`src/rtl/wb_trap_pkg.sv`:
```
// Shared constants for the write-back trap unit:
// CSR addresses, SYSTEM decode fields, cause codes.
package wb_trap_pkg;

    localparam logic [6:0] OPC_SYSTEM = 7'b1110011;

    localparam logic [2:0] F3_PRIV  = 3'b000;
    localparam logic [2:0] F3_RSVD  = 3'b100;

    localparam logic [11:0] IMM_ECALL  = 12'h000;
    localparam logic [11:0] IMM_EBREAK = 12'h001;
    localparam logic [11:0] IMM_MRET   = 12'h302;

    localparam logic [11:0] CSR_MSTATUS   = 12'h300;
    localparam logic [11:0] CSR_MIE       = 12'h304;
    localparam logic [11:0] CSR_MTVEC     = 12'h305;
    localparam logic [11:0] CSR_MSCRATCH  = 12'h340;
    localparam logic [11:0] CSR_MEPC      = 12'h341;
    localparam logic [11:0] CSR_MCAUSE    = 12'h342;
    localparam logic [11:0] CSR_MTVAL     = 12'h343;
    localparam logic [11:0] CSR_MIP       = 12'h344;
    localparam logic [11:0] CSR_MCYCLE    = 12'hB00;
    localparam logic [11:0] CSR_MINSTRET  = 12'hB02;
    localparam logic [11:0] CSR_MCYCLEH   = 12'hB80;
    localparam logic [11:0] CSR_MINSTRETH = 12'hB82;
    localparam logic [11:0] CSR_MHARTID   = 12'hF14;

    localparam int MST_MIE  = 3;
    localparam int MST_MPIE = 7;

    localparam logic [4:0] EXC_IADDR_MIS = 5'd0;
    localparam logic [4:0] EXC_ILLEGAL   = 5'd2;
    localparam logic [4:0] EXC_BREAK     = 5'd3;
    localparam logic [4:0] EXC_LD_MIS    = 5'd4;
    localparam logic [4:0] EXC_ST_MIS    = 5'd6;
    localparam logic [4:0] EXC_ECALL_M   = 5'd11;

    localparam logic [4:0] IRQ_MSI    = 5'd3;
    localparam logic [4:0] IRQ_MTI    = 5'd7;
    localparam logic [4:0] IRQ_MEI    = 5'd11;
    localparam logic [4:0] IRQ_LOCAL0 = 5'd16;

    typedef struct packed {
        logic       irq;
        logic [4:0] code;
    } cause_t;

endpackage

```
`src/rtl/wb_trap_prio.sv`:
```
// Fixed-priority trap selector: request 0 wins,
// returns the cause tagged on the winning request.
module wb_trap_prio
    import wb_trap_pkg::*;
#(
    parameter int N = 4
) (
    input  logic   [N-1:0] req_i,
    input  cause_t [N-1:0] code_i,
    output logic           valid_o,
    output cause_t         cause_o
);

    // scan from lowest priority so the lowest index lands last
    always_comb begin
        valid_o = 1'b0;
        cause_o = '0;
        for (int i = N - 1; i >= 0; i--) begin
            if (req_i[i]) begin
                valid_o = 1'b1;
                cause_o = code_i[i];
            end
        end
    end

endmodule

```
`src/rtl/wb_trap_unit.sv`:
```
// Write-back trap unit: M-mode CSR file, trap
// selection, MRET and redirect/commit generation.
module wb_trap_unit
    import wb_trap_pkg::*;
#(
    parameter int          NUM_LOCAL_IRQ = 4,
    parameter bit          VECTORED_EN   = 1'b1,
    parameter logic [31:0] RESET_MTVEC   = 32'h0000_0000
) (
    input  logic                     clk_i,
    input  logic                     rst_i,
    input  logic                     valid_i,
    input  logic [31:0]              pc_i,
    input  logic [31:0]              instruction_i,
    input  logic [31:0]              mem_addr_i,
    input  logic                     e_illegal_inst_i,
    input  logic                     e_inst_addr_mis_i,
    input  logic                     e_ld_addr_mis_i,
    input  logic                     e_st_addr_mis_i,
    input  logic                     xint_meip_i,
    input  logic                     xint_mtip_i,
    input  logic                     xint_msip_i,
    input  logic [NUM_LOCAL_IRQ-1:0] local_irq_i,
    input  logic [31:0]              csr_wdata_i,
    output logic [31:0]              csr_rdata_o,
    output logic                     commit_o,
    output logic                     redirect_o,
    output logic [31:0]              redirect_pc_o,
    output logic                     trap_o
);

    localparam int NREQ = 9 + NUM_LOCAL_IRQ;
    localparam int XB   = 3 + NUM_LOCAL_IRQ;
    localparam logic [31:0] LIRQ_MASK =
        32'(((64'd1 << NUM_LOCAL_IRQ) - 64'd1) << 16);
    localparam logic [31:0] MIE_MASK = LIRQ_MASK | 32'h0000_0888;
    localparam logic [31:0] MTVEC_MASK =
        VECTORED_EN ? 32'hFFFF_FFFD : 32'hFFFF_FFFC;
    localparam logic [31:0] MTVEC_RST = RESET_MTVEC & MTVEC_MASK;

    logic        st_mie, st_mpie;
    logic [31:0] mie_q, mtvec_q, mscratch_q;
    logic [31:0] mepc_q, mcause_q, mtval_q;
    logic [63:0] mcycle_q, minstret_q;

    logic [6:0]  opcode;
    logic [2:0]  funct3;
    logic [4:0]  zimm;
    logic [11:0] csr_addr;
    logic        is_sys, csr_op, is_ecall, is_ebreak, is_mret;
    logic [31:0] mip_w, mstatus_w, rd_val, src, wr_val, tval;
    logic        addr_ok, ro, wr_req, csr_illegal, csr_we;
    logic        trap, mret_go, any_req, vec;
    logic [31:0] trap_pc;
    logic        unused_rd;

    logic   [NREQ-1:0] req;
    cause_t [NREQ-1:0] req_code;
    cause_t            sel;

    assign opcode    = instruction_i[6:0];
    assign funct3    = instruction_i[14:12];
    assign zimm      = instruction_i[19:15];
    assign csr_addr  = instruction_i[31:20];
    assign unused_rd = ^instruction_i[11:7];

    assign is_sys    = valid_i & (opcode == OPC_SYSTEM);
    assign csr_op    = is_sys & (funct3 != F3_PRIV);
    assign is_ecall  = is_sys & (funct3 == F3_PRIV) & (csr_addr == IMM_ECALL);
    assign is_ebreak = is_sys & (funct3 == F3_PRIV) & (csr_addr == IMM_EBREAK);
    assign is_mret   = is_sys & (funct3 == F3_PRIV) & (csr_addr == IMM_MRET);

    // live interrupt lines and mstatus view
    always_comb begin
        mip_w = '0;
        mip_w[11] = xint_meip_i;
        mip_w[7]  = xint_mtip_i;
        mip_w[3]  = xint_msip_i;
        mip_w[16 +: NUM_LOCAL_IRQ] = local_irq_i;
        mstatus_w = '0;
        mstatus_w[12:11]  = 2'b11;
        mstatus_w[MST_MPIE] = st_mpie;
        mstatus_w[MST_MIE]  = st_mie;
    end

    // CSR read mux with existence / read-only flags
    always_comb begin
        rd_val  = '0;
        addr_ok = 1'b1;
        ro      = 1'b0;
        unique case (csr_addr)
            CSR_MSTATUS:   rd_val = mstatus_w;
            CSR_MIE:       rd_val = mie_q;
            CSR_MTVEC:     rd_val = mtvec_q;
            CSR_MSCRATCH:  rd_val = mscratch_q;
            CSR_MEPC:      rd_val = mepc_q;
            CSR_MCAUSE:    rd_val = mcause_q;
            CSR_MTVAL:     rd_val = mtval_q;
            CSR_MIP:       begin rd_val = mip_w; ro = 1'b1; end
            CSR_MCYCLE:    rd_val = mcycle_q[31:0];
            CSR_MCYCLEH:   rd_val = mcycle_q[63:32];
            CSR_MINSTRET:  rd_val = minstret_q[31:0];
            CSR_MINSTRETH: rd_val = minstret_q[63:32];
            CSR_MHARTID:   ro = 1'b1;
            default:       addr_ok = 1'b0;
        endcase
    end

    assign src    = funct3[2] ? {27'b0, zimm} : csr_wdata_i;
    assign wr_req = csr_op & ((funct3[1:0] == 2'b01) | (zimm != 5'd0));
    assign csr_illegal = csr_op &
        (~addr_ok | (wr_req & ro) | (funct3 == F3_RSVD));

    // RW / set / clear result
    always_comb begin
        unique case (funct3[1:0])
            2'b01:   wr_val = src;
            2'b10:   wr_val = rd_val | src;
            2'b11:   wr_val = rd_val & ~src;
            default: wr_val = rd_val;
        endcase
    end

    // trap requests, index 0 = highest priority
    always_comb begin
        req      = '0;
        req_code = '0;
        req[0] = mip_w[11] & mie_q[11] & st_mie;
        req[1] = mip_w[3]  & mie_q[3]  & st_mie;
        req[2] = mip_w[7]  & mie_q[7]  & st_mie;
        req_code[0] = cause_t'{irq: 1'b1, code: IRQ_MEI};
        req_code[1] = cause_t'{irq: 1'b1, code: IRQ_MSI};
        req_code[2] = cause_t'{irq: 1'b1, code: IRQ_MTI};
        for (int i = 0; i < NUM_LOCAL_IRQ; i++) begin
            req[3+i] = mip_w[16+i] & mie_q[16+i] & st_mie;
            req_code[3+i] =
                cause_t'{irq: 1'b1, code: IRQ_LOCAL0 + 5'(i)};
        end
        req[XB]   = e_inst_addr_mis_i;
        req[XB+1] = e_illegal_inst_i | csr_illegal;
        req[XB+2] = is_ebreak;
        req[XB+3] = is_ecall;
        req[XB+4] = e_ld_addr_mis_i;
        req[XB+5] = e_st_addr_mis_i;
        req_code[XB]   = cause_t'{irq: 1'b0, code: EXC_IADDR_MIS};
        req_code[XB+1] = cause_t'{irq: 1'b0, code: EXC_ILLEGAL};
        req_code[XB+2] = cause_t'{irq: 1'b0, code: EXC_BREAK};
        req_code[XB+3] = cause_t'{irq: 1'b0, code: EXC_ECALL_M};
        req_code[XB+4] = cause_t'{irq: 1'b0, code: EXC_LD_MIS};
        req_code[XB+5] = cause_t'{irq: 1'b0, code: EXC_ST_MIS};
    end

    wb_trap_prio #(.N(NREQ)) u_prio (
        .req_i   (req),
        .code_i  (req_code),
        .valid_o (any_req),
        .cause_o (sel)
    );

    assign trap    = valid_i & any_req;
    assign mret_go = is_mret & ~trap;
    assign csr_we  = wr_req & addr_ok & ~ro & ~trap;
    assign vec     = VECTORED_EN & mtvec_q[0] & sel.irq;
    assign trap_pc = {mtvec_q[31:2], 2'b00} +
        (vec ? {25'b0, sel.code, 2'b00} : 32'h0);

    // mtval source for the selected cause
    always_comb begin
        tval = '0;
        if (!sel.irq) begin
            unique case (sel.code)
                EXC_IADDR_MIS,
                EXC_BREAK:   tval = pc_i;
                EXC_ILLEGAL: tval = instruction_i;
                EXC_LD_MIS,
                EXC_ST_MIS:  tval = mem_addr_i;
                default:     tval = '0;
            endcase
        end
    end

    assign trap_o      = ~rst_i & trap;
    assign redirect_o  = ~rst_i & (trap | mret_go);
    assign commit_o    = ~rst_i & valid_i & ~trap;
    assign csr_rdata_o = (~rst_i & csr_op) ? rd_val : 32'h0;
    assign redirect_pc_o = rst_i   ? 32'h0 :
                           trap    ? trap_pc :
                           mret_go ? mepc_q : 32'h0;

    // trap entry, MRET stacking and CSR writes
    always_ff @(posedge clk_i or posedge rst_i) begin
        if (rst_i) begin
            st_mie     <= 1'b0;
            st_mpie    <= 1'b0;
            mie_q      <= '0;
            mtvec_q    <= MTVEC_RST;
            mscratch_q <= '0;
            mepc_q     <= '0;
            mcause_q   <= '0;
            mtval_q    <= '0;
        end else if (trap) begin
            mepc_q   <= {pc_i[31:2], 2'b00};
            mcause_q <= {sel.irq, 26'b0, sel.code};
            mtval_q  <= tval;
            st_mpie  <= st_mie;
            st_mie   <= 1'b0;
        end else if (mret_go) begin
            st_mie  <= st_mpie;
            st_mpie <= 1'b1;
        end else if (csr_we) begin
            unique case (csr_addr)
                CSR_MSTATUS: begin
                    st_mie  <= wr_val[MST_MIE];
                    st_mpie <= wr_val[MST_MPIE];
                end
                CSR_MIE:      mie_q      <= wr_val & MIE_MASK;
                CSR_MTVEC:    mtvec_q    <= wr_val & MTVEC_MASK;
                CSR_MSCRATCH: mscratch_q <= wr_val;
                CSR_MEPC:     mepc_q     <= {wr_val[31:2], 2'b00};
                CSR_MCAUSE:   mcause_q   <= wr_val;
                CSR_MTVAL:    mtval_q    <= wr_val;
                default:      ;
            endcase
        end
    end

    // 64-bit counters; a half write replaces the increment
    always_ff @(posedge clk_i or posedge rst_i) begin
        if (rst_i) begin
            mcycle_q   <= '0;
            minstret_q <= '0;
        end else begin
            if (csr_we && csr_addr == CSR_MCYCLE)
                mcycle_q <= {mcycle_q[63:32], wr_val};
            else if (csr_we && csr_addr == CSR_MCYCLEH)
                mcycle_q <= {wr_val, mcycle_q[31:0]};
            else
                mcycle_q <= mcycle_q + 64'd1;
            if (csr_we && csr_addr == CSR_MINSTRET)
                minstret_q <= {minstret_q[63:32], wr_val};
            else if (csr_we && csr_addr == CSR_MINSTRETH)
                minstret_q <= {wr_val, minstret_q[31:0]};
            else if (valid_i && !trap)
                minstret_q <= minstret_q + 64'd1;
        end
    end

endmodule

```
`config.mk`:
```
export PLATFORM = sky130hd
export DESIGN_NAME = wb_trap_unit
export DESIGN_NICKNAME = d
export VERILOG_FILES = /design/src/rtl/wb_trap_pkg.sv /design/src/rtl/wb_trap_prio.sv /design/src/rtl/wb_trap_unit.sv
export SDC_FILE = /design/constraint.sdc
export NUM_CORES = 1
export LEC_CHECK = 0
export CAP_MARGIN = 25
export CELL_PAD_IN_SITES_DETAIL_PLACEMENT = 1
export CELL_PAD_IN_SITES_GLOBAL_PLACEMENT = 2
export CORE_UTILIZATION = 37
export CTS_CLUSTER_DIAMETER = 120
export DETAILED_ROUTE_END_ITERATION = 8
export PLACE_DENSITY_LB_ADDON = 0.1
export SYNTH_ARGS = -nofsm -noshare
export SYNTH_HDL_FRONTEND = slang
export SYNTH_SLANG_ARGS = --single-unit
```
`constraint.sdc`:
```
create_clock -name clk_i -period 27 [get_ports clk_i]
set_input_delay 2.7 -clock clk_i [delete_from_list [all_inputs] [get_ports clk_i]]
set_output_delay 2.7 -clock clk_i [all_outputs]
set_load 0.005 [all_outputs]
```
* Word level (Yosys, flattened, before mapping) *
Index checks and enable logic that the tools add are counted.

storage, ports and cells
  register bits after elaboration = 296
  bits of input ports = 142
  output and inout bits = 67
  logic and storage cells = 185

operators by class
  add/sub/neg operators = 3
  equal/unequal tests = 27
  multiplexer cells = 63
  bitwise operators = 48
  reduce and logical (&&, ||, !) cells = 32

operators with widths
  kind                     number
  $mux W32                 20
  $pmux W32 S12            1
  $mux W64                 3
  $pmux W32 S3             2
  $add A64 B1 Y64 const B  2
  $eq A12 B10 Y1 const B   9
  $eq A12 B12 Y1 const B   5
  $mux W6                  7
  $and A1 B1 Y1            34
  $add A32 B7 Y32          1
  $and A32 B32 Y32         1
  $not A32 Y32             1
  $or A32 B32 Y32          1
  $mux W1                  23
  $mux W4                  4
  $reduce_or A13 Y1        1
  $eq A12 B1 Y1 const B    1
  $logic_not A12 Y1        1
  $reduce_and A4 Y1        3
  $reduce_bool A2 Y1       6
  $eq A5 B2 Y1 const B     2
  $eq A5 B3 Y1 const B     2
  $reduce_and A3 Y1        3
  $reduce_bool A3 Y1       3
  other kinds (16)         37

* Logic depth before layout (Yosys ltp) *
Gate-level depths: netlist (run 1).

  depth in word-level cells = 24
  gate-level depth with buffers = 18
  mapped depth without buffers = 16

* Modules after synthesis *
A second synthesis (run 1) with hierarchy kept.

unflattened totals
  cell total of the unflattened synthesis = 2563
  area total of the unflattened synthesis = 20966.4 µm²

by module, submodules not included
  module        times used  cells an instance  area each (µm²)  seq. area each (µm²)
  wb_trap_unit  1           2464               20297.0          7357.1
  wb_trap_prio  1           99                 669.4            0.0

* Worst setup path before layout (run 1) *
Ideal clock, no wire load.

  path kind = input -> output
  from = in rst_i
  to = out redirect_pc_o[16]
  arrival time = 10225 ps
  required time = 24300 ps
  path slack = 14075 ps
  stages = 4
  buffers on the path = 1
  cell sequence = inv_1 -> o21ai_0 -> clkbuf_1 -> nor3_1

on the way
  longest elaborated chain between the ends = 1

RTL lines
  element          RTL line             text
  start, declared  wb_trap_unit.sv:11   input logic rst_i,
  $mux W32         wb_trap_unit.sv:186  assign redirect_pc_o = rst_i ? 32'h0 :
  end, declared    wb_trap_unit.sv:28   output logic [31:0] redirect_pc_o,

No other way between the ends.

* Final worst setup path (run 1) *
  from = in instruction_i[22]
  to = out redirect_pc_o[28]

on the way
  longest elaborated chain between the ends = 23
  elaborated cells on any way between the ends = 59
  those cells by class = 1 x add/sub; 15 x eq/ne; 28 x mux; 12 x bitwise; 3 x reduce/logical

RTL lines
  element                                                     RTL line             text
  start, declared                                             wb_trap_unit.sv:14   input logic [31:0] instruction_i,
  branches (longest 21 deep; another with $reduce_or A13 Y1)  -
  $mux W32 *                                                  wb_trap_unit.sv:187  trap ? trap_pc :
  $mux W32 *                                                  wb_trap_unit.sv:186

Mark *: on every way between the ends.

==> results of run 1 <==
## cell type report
class | instances | area share, %
antenna | 8 | 0.0778
sequential | 294 | 28.6
tap | 756 | 3.68
timing repair buffer | 304 | 11.4
inverter | 43 | 0.656
clock buffer | 61 | 4.54
clock inverter | 8 | 0.457
multi-input combinational | 2177 | 50.6
## through the flow
| stage | setup WS [ns] | hold WS (ns) | cells |
|---|---|---|---|
| finish | 15.14 | 0.488 | 3651 |
| global route | 14.79 | 0.502 | 3644 |
| CTS | 15.30 | 0.484 | 3635 |
| detailed placement | 15.33 | 0.472 | 3566 |
| global placement | 15.36 | 0.454 | 3555 |
| floorplan | 14.07 | 0.442 | 2747 |
## layer usage
metal | part of all wire (%) | routed length, microns | track usage, % | vias to the layer above
li1 | - | - | - | 10400
met1 | 40 | 52700 | 57.5 | 12900
met2 | 43 | 57000 | 66.5 | 1556
met3 | 10 | 13300 | 10.8 | 367
met4 | 6.5 | 8490 | 24.9 | 8
met5 | 0.041 | 54 | 0 | -
## power by group
part,internal (mW),leakage [nW],switching [mW],total (mW)
sequential,0.456,3.69,0.0185,0.474
combinational,0.0582,5.47,0.118,0.176
clock,0.317,0.624,0.223,0.540
## worst min-delay path, cell delays in order (launching register included)
cell and delay [ns]:
dfrtp_1 0.34, nand2_1 0.05, o21ai_0 0.06
## placed cells by master (no fill, tap or decap), types with 43 or more instances in the layout
cell type	netlist	layout
nand2_1	392	392
dfrtp_1	294	294
a21oi_1	275	273
nor2_1	235	232
clkdlybuf4s50_1	0	204
o21ai_0	178	177
nand3_1	145	143
nand4_1	89	89
buf_4	3	82
mux2i_1	65	65
mux2_2	54	54
and3_1	50	50
o22ai_1	47	47
nor3_1	54	43
## registers in the layout (all words and copies together), names as in the netlist
signal	cells
mcycle_q	64
minstret_q	64
mcause_q	32
mscratch_q	32
mtval_q	32
mtvec_q	31
mepc_q	30
mie_q	7
st_mie	1
st_mpie	1
## final timing paths
check,startpoint,end
hold reg to reg,mscratch_q[16]$_DFFE_PP0P_,mscratch_q[16]$_DFFE_PP0P_
hold / removal,mscratch_q[16]$_DFFE_PP0P_,mscratch_q[16]$_DFFE_PP0P_
setup / recovery,instruction_i[22],redirect_pc_o[28]
min in group asynchronous,rst_i,mtval_q[24]$_DFFE_PP0P_
setup reg to reg,st_mie$_DFFE_PP0P_,mcycle_q[30]$_DFFE_PP0P_
max in group asynchronous,rst_i,mcycle_q[44]$_DFFE_PP0N_
## cells in the mapped netlist (all sizes together) (9+ instances only)
master,instances
a31oi,36
xor2,15
nand2,392
or3,20
nor3b,9
a32oi,10
dfrtp,294
o211ai,28
mux2i,65
a211oi,33
o22ai,47
or4,10
o32ai,11
mux2,54
a22o,24
nand3,145
nand4b,10
and3,50
a2bb2oi,9
nor2b,25
o21a,18
xnor2,20
a211o,12
a21o,10
a222oi,11
nand4,89
buf,66
nor3,54
and4,19
and2,23
clkbuf,167
or2,10
inv,42
nor2,235
a21oi,275
nor4,45
nand3b,10
o21ai,193
a22oi,32
o22a,12
o2111ai,9
## kinds of logic after synthesis
logic type / share of synthesized area (%)
muxes: 5.92
other: 0.0176
and+or+nand+nor: 27.2
DFF: 34.6
xor gates and xnor gates: 1.44
adders and majority gates: 0.506
AOI/OAI and AO/OA: 25.0
buffers and inverters: 5.25
==> flow_summary.ini, run 1 <==
[clock_tree]
clkLatencyLatePin_ns = 0.59
clock-sinks = 294
h-tree-depth = 2
clkTransAtPathRegs_ns = 0.06
cts_resized = 0
root_buffer = clkbuf_16
cts_max_path_buffers = 3
postCtsSetupBuffers = 0
ctsHoldBuffers = 0
cts_tree = yes
cts-buffers-inserted = 39

[global_route]
grt_pass1_wl_mm = 186
grt_max_degree = 98
grt_pass1_vias = 24500
antenna_found_initial = 13
track_usage_pct = 44.1
grt-ovfl-total = 0

[yosys]
synthTopCellsByArea = dfrtp_1 (35%), nand2_1 (6.9%), a21oi_1 (6.5%)
post_synth_num_cell_types = 88
synth-async-reset-ratio_pct = 100
synth-edff-count = 0
synth_cells = 2746
syn_area_sq_um = 21200
ys.flop_type = dfrtp_1
synth_warnings = 0
synth_top_area_share_pct = 34.6
synth-seq-area-share_pct = 34.6
synth.ff_latch_count = 294
avgSynthCellArea_sq_um = 7.74
synth_top_area_cell = dfrtp_1

[cells_and_area]
fill_cells = 6723
layout-drive-gt1-share_pct = 9.53
multi_input_area_sq_um = 13000
syn_to_final_growth_pct = 21.1
design_area_sq_um = 25700
nets = 3009
seqCellArea_sq_um = 7360
fin_util_pct = 45.5

[setup_path]
critPathCaptureType = output port
path_buf_inv = 3
r2r_slack_ns = 22.00
crit_type = input pin to output port
rr_worst_depth = 9
crit_cells = 17
crit_top_cell = clkdlybuf4s50_1
critical-path-top-delay-family = compound AO/OA/AOI/OAI gates
cp-start-kind = input pin
crit_path_cell_trace = clkdlybuf4s50_1, or4b_1, or4_4, a211oi_2, o31a_1, o31a_4, nor3_1, ha_1, nor2b_1, o21a_1, o21ai_0, a2111oi_0, buf_4, nand4_1, xor2_1, a211oi_1, clkdlybuf4s50_1
cp_max_fo = 19
slowest_delay_ns = 0.98
cp.arrival_ns = 9.16
required_ns = 24.30
cp_slowest_cell = clkdlybuf4s50_1

[route]
drcViolationCount = 0
routed_wirelength_mm = 132
routedWlPerCell_microns = 36.0
ant_nets = 0
first_pass_iters = 7
drtIter0Drc = 3046
num_vias = 25300
via_per_inst = 6.93

[sta]
setup_viol = 0
rsz0062_at_grt = false
worst_pin_slew_ns = 1.23
fin_crit_sh_pct = 43.9
worst_slew_margin_rel_pct = 17.7
hold_viol_final = 0
fmax_mhz = 84.3
setup_tns_ns = 0
fin_skew_ns = 0.0299
min_period_ns = 11.86
maxSlewViolCount = 0

[floorplanning]
die_h_microns = 242
start_util_pct = 37.5
die_area_sq_um = 58400
fp.dieW_microns = 242
io_pins = 209
row_count = 87
design.core.area_sq_um = 56600

[power_and_ir_drop]
max-vdd-ir-drop_mv = 0.0471
finalPower_mw = 1.19
p_per_area_nw_per_um2 = 46.3
power_leakage_nw = 9.78

[hold_path]
hp-class = flip-flop to flip-flop
holdPathStages = 2

[job]
maxCapViolCount = 0

[outcome]
status = completed

[placement]
place_hpwl_mm = 99.2
gp_congestion = 1.01
port-buffer-count = 206
dpl_cell_area_sq_um = 24300
(Power assumes the default switching activity.)
==> run 2, diff against run 1 <==
--- a/config.mk
+++ b/config.mk
@@ -8,7 +8,7 @@
 export CAP_MARGIN = 25
 export CELL_PAD_IN_SITES_DETAIL_PLACEMENT = 1
 export CELL_PAD_IN_SITES_GLOBAL_PLACEMENT = 2
-export CORE_UTILIZATION = 37
+export CORE_UTILIZATION = 31
 export CTS_CLUSTER_DIAMETER = 120
 export DETAILED_ROUTE_END_ITERATION = 8
 export PLACE_DENSITY_LB_ADDON = 0.1
==> constraint.sdc (replaced) <==
create_clock -name clk_i -period 10.4 [get_ports clk_i]
set_input_delay 1.04 -clock clk_i [delete_from_list [all_inputs] [get_ports clk_i]]
set_output_delay 1.04 -clock clk_i [all_outputs]
set_load 0.005 [all_outputs]
==> run 2 against run 1 <==
  * Combinational power rose to 2.6 times the previous value
  * Worst setup slack worse by 13 ns
  * Critical path depth down 1
  * Clock power rose to 2.7 times the previous value
  * Register-to-register slack worse by 16 ns
  * Hold slack worse by 0.0080 ns
==> flow_summary.ini, run 2 (synthesized netlist as in run 1, its figures left out) <==
[outcome]
status = completed

[power_and_ir_drop]
max-vdd-ir-drop_mv = 0.102
p_per_area_nw_per_um2 = 122
power_leakage_nw = 9.84

[global_route]
antenna_found_initial = 8
grt-ovfl-total = 0
grt_max_degree = 172
track_usage_pct = 39.4
grt_pass1_vias = 24400
grt_pass1_wl_mm = 195

[placement]
dpl.cell_count = 3687
place_hpwl_mm = 105
dpl_cell_area_sq_um = 24400
pre_cts_ws_ns = 1.92
port-buffer-count = 206
gp_congestion = 0.990

[clock_tree]
cts-buffers-inserted = 39
ctsHoldBuffers = 0
clock-sinks = 294
cts_tree = yes
cts_max_path_buffers = 3
postCtsSetupBuffers = 0
cts_resized = 0
root_buffer = clkbuf_16
h-tree-depth = 2
clkLatencyLatePin_ns = 0.60
clkTransAtPathRegs_ns = 0.06

[cells_and_area]
layout-drive-gt1-share_pct = 9.82
top_regs = mcycle_q (64), minstret_q (64)
syn_to_final_growth_pct = 21.8
instances_no_fill = 3767
nets = 3010
final_cell_mix = nand2_1 (391), dfrtp_1 (294), a21oi_1 (273), nor2_1 (233), clkdlybuf4s50_1 (204)
final_common_cell = nand2_1
design_area_sq_um = 25900

[setup_path]
required_ns = 9.36
cp-start-kind = input pin
cp_slowest_cell = nor4b_1
slowest_delay_ns = 0.86
cp_max_fo = 24
crit_top_cell = clkdlybuf4s50_1
crit_path_cell_trace = clkdlybuf4s50_1, nor4_2, buf_4, nand2_1, o311a_4, o31a_1, o31a_4, nor3_1, ha_1, a21oi_1, o21a_1, nor4b_1, nand3_1, xor2_1, a211oi_1, clkdlybuf4s50_1
critPathCaptureType = output port
cp.arrival_ns = 7.66
crit_type = input pin to output port

[sta]
setup_tns_ns = 0
fin_crit_sh_pct = 83.6
fin_ws_ns = 1.70
fmax_mhz = 115
hold_viol_final = 0
min_period_ns = 8.70
worst_pin_slew_ns = 1.14
maxSlewViolCount = 0
rsz0062_at_grt = false
setup_viol = 0
fin_skew_ns = 0.0471
worst_slew_margin_rel_pct = 23.7

[route]
drcViolationCount = 0
ant_nets = 0
num_vias = 24600
via_per_inst = 6.54
routed_wirelength_mm = 139
first_pass_iters = 6
routedWlPerCell_microns = 36.9
drtIter0Drc = 2941

[floorplanning]
row_count = 95
die_h_microns = 264
start_util_pct = 31.5
die_area_sq_um = 69600
io_pins = 209
design.core.area_sq_um = 67500
fp.dieW_microns = 264

[hold_path]
hp-class = flip-flop to flip-flop

[job]
maxCapViolCount = 0
[run 2: cell count changes in the layout (fill, tap and decap cells not counted), moves of 2 or more]
cell,delta
buf_8,-7
clkbuf_1,-7
clkinv_2,+7
buf_4,+6
diode_2,-5
clkbuf_8,+3
buf_2,+2
buf_6,-2
[run 2: worst paths after layout]
check	depth (start not counted)	to	slack (ns)	from
worst max-delay path	16	redirect_pc_o[27]	1.70	instruction_i[25]
worst min-delay path	2	mscratch_q[15]$_DFFE_PP0P_	0.48	mscratch_q[15]$_DFFE_PP0P_
worst max register to register	8	mtval_q[23]$_DFFE_PP0P_	5.76	st_mie$_DFFE_PP0P_
worst min register to register	2	mscratch_q[15]$_DFFE_PP0P_	0.48	mscratch_q[15]$_DFFE_PP0P_
max in group asynchronous	3	mcycle_q[44]$_DFFE_PP0N_	7.37	rst_i
min in group asynchronous	2	mtvec_q[17]$_DFFE_PP0P_	1.57	rst_i
[run 2: per-layer routing]
layer | GRT usage [%] | routed length, microns | vias up
li1 | - | - | 10400
met1 | 52.0 | 58400 | 12700
met2 | 62.0 | 62200 | 1209
met3 | 7.23 | 11000 | 292
met4 | 18.7 | 7430 | 4
met5 | 0 | 17 | -
[run 2: critical path, delay by kind of cell]
kind	cells	cell delay (ns)
AOI/OAI and AO/OA	6	2.05
buffers and inverters	3	1.60
and+or+nand+nor	5	2.48
xor gates and xnor gates	1	0.19
adders and majority gates	1	0.27
[run 2: layout make-up]
cell class,instances,area [sq um]
Fill cell,8075,41600
Inverter,43,169
Timing Repair Buffer,305,2880
Multi-Input combinational cell,2177,13000
Clock inverter,14,163
Tap cell,873,1090
Antenna cell,3,7.51
Sequential cell,294,7360
Clock buffer,58,1210
[run 2: where the power goes]
part / internal, mW / total [mW] / switching [mW]
clock: 0.880 / 1.48 / 0.600
sequential: 1.18 / 1.23 / 0.0475
combinational: 0.149 / 0.460 / 0.311
total: 2.21 / 3.17 / 0.959
[run 2: per-stage QoR]
stage	hold slack [ns]	total power, mW	utilization (%)
2_1_floorplan	0.442	1.43	-
3_3_place_gp	0.460	1.69	36.1
3_5_place_dp	0.471	1.70	36.2
4_1_cts	0.485	3.17	38.2
5_1_grt	0.518	3.24	38.3
6_report	0.480	3.17	38.3
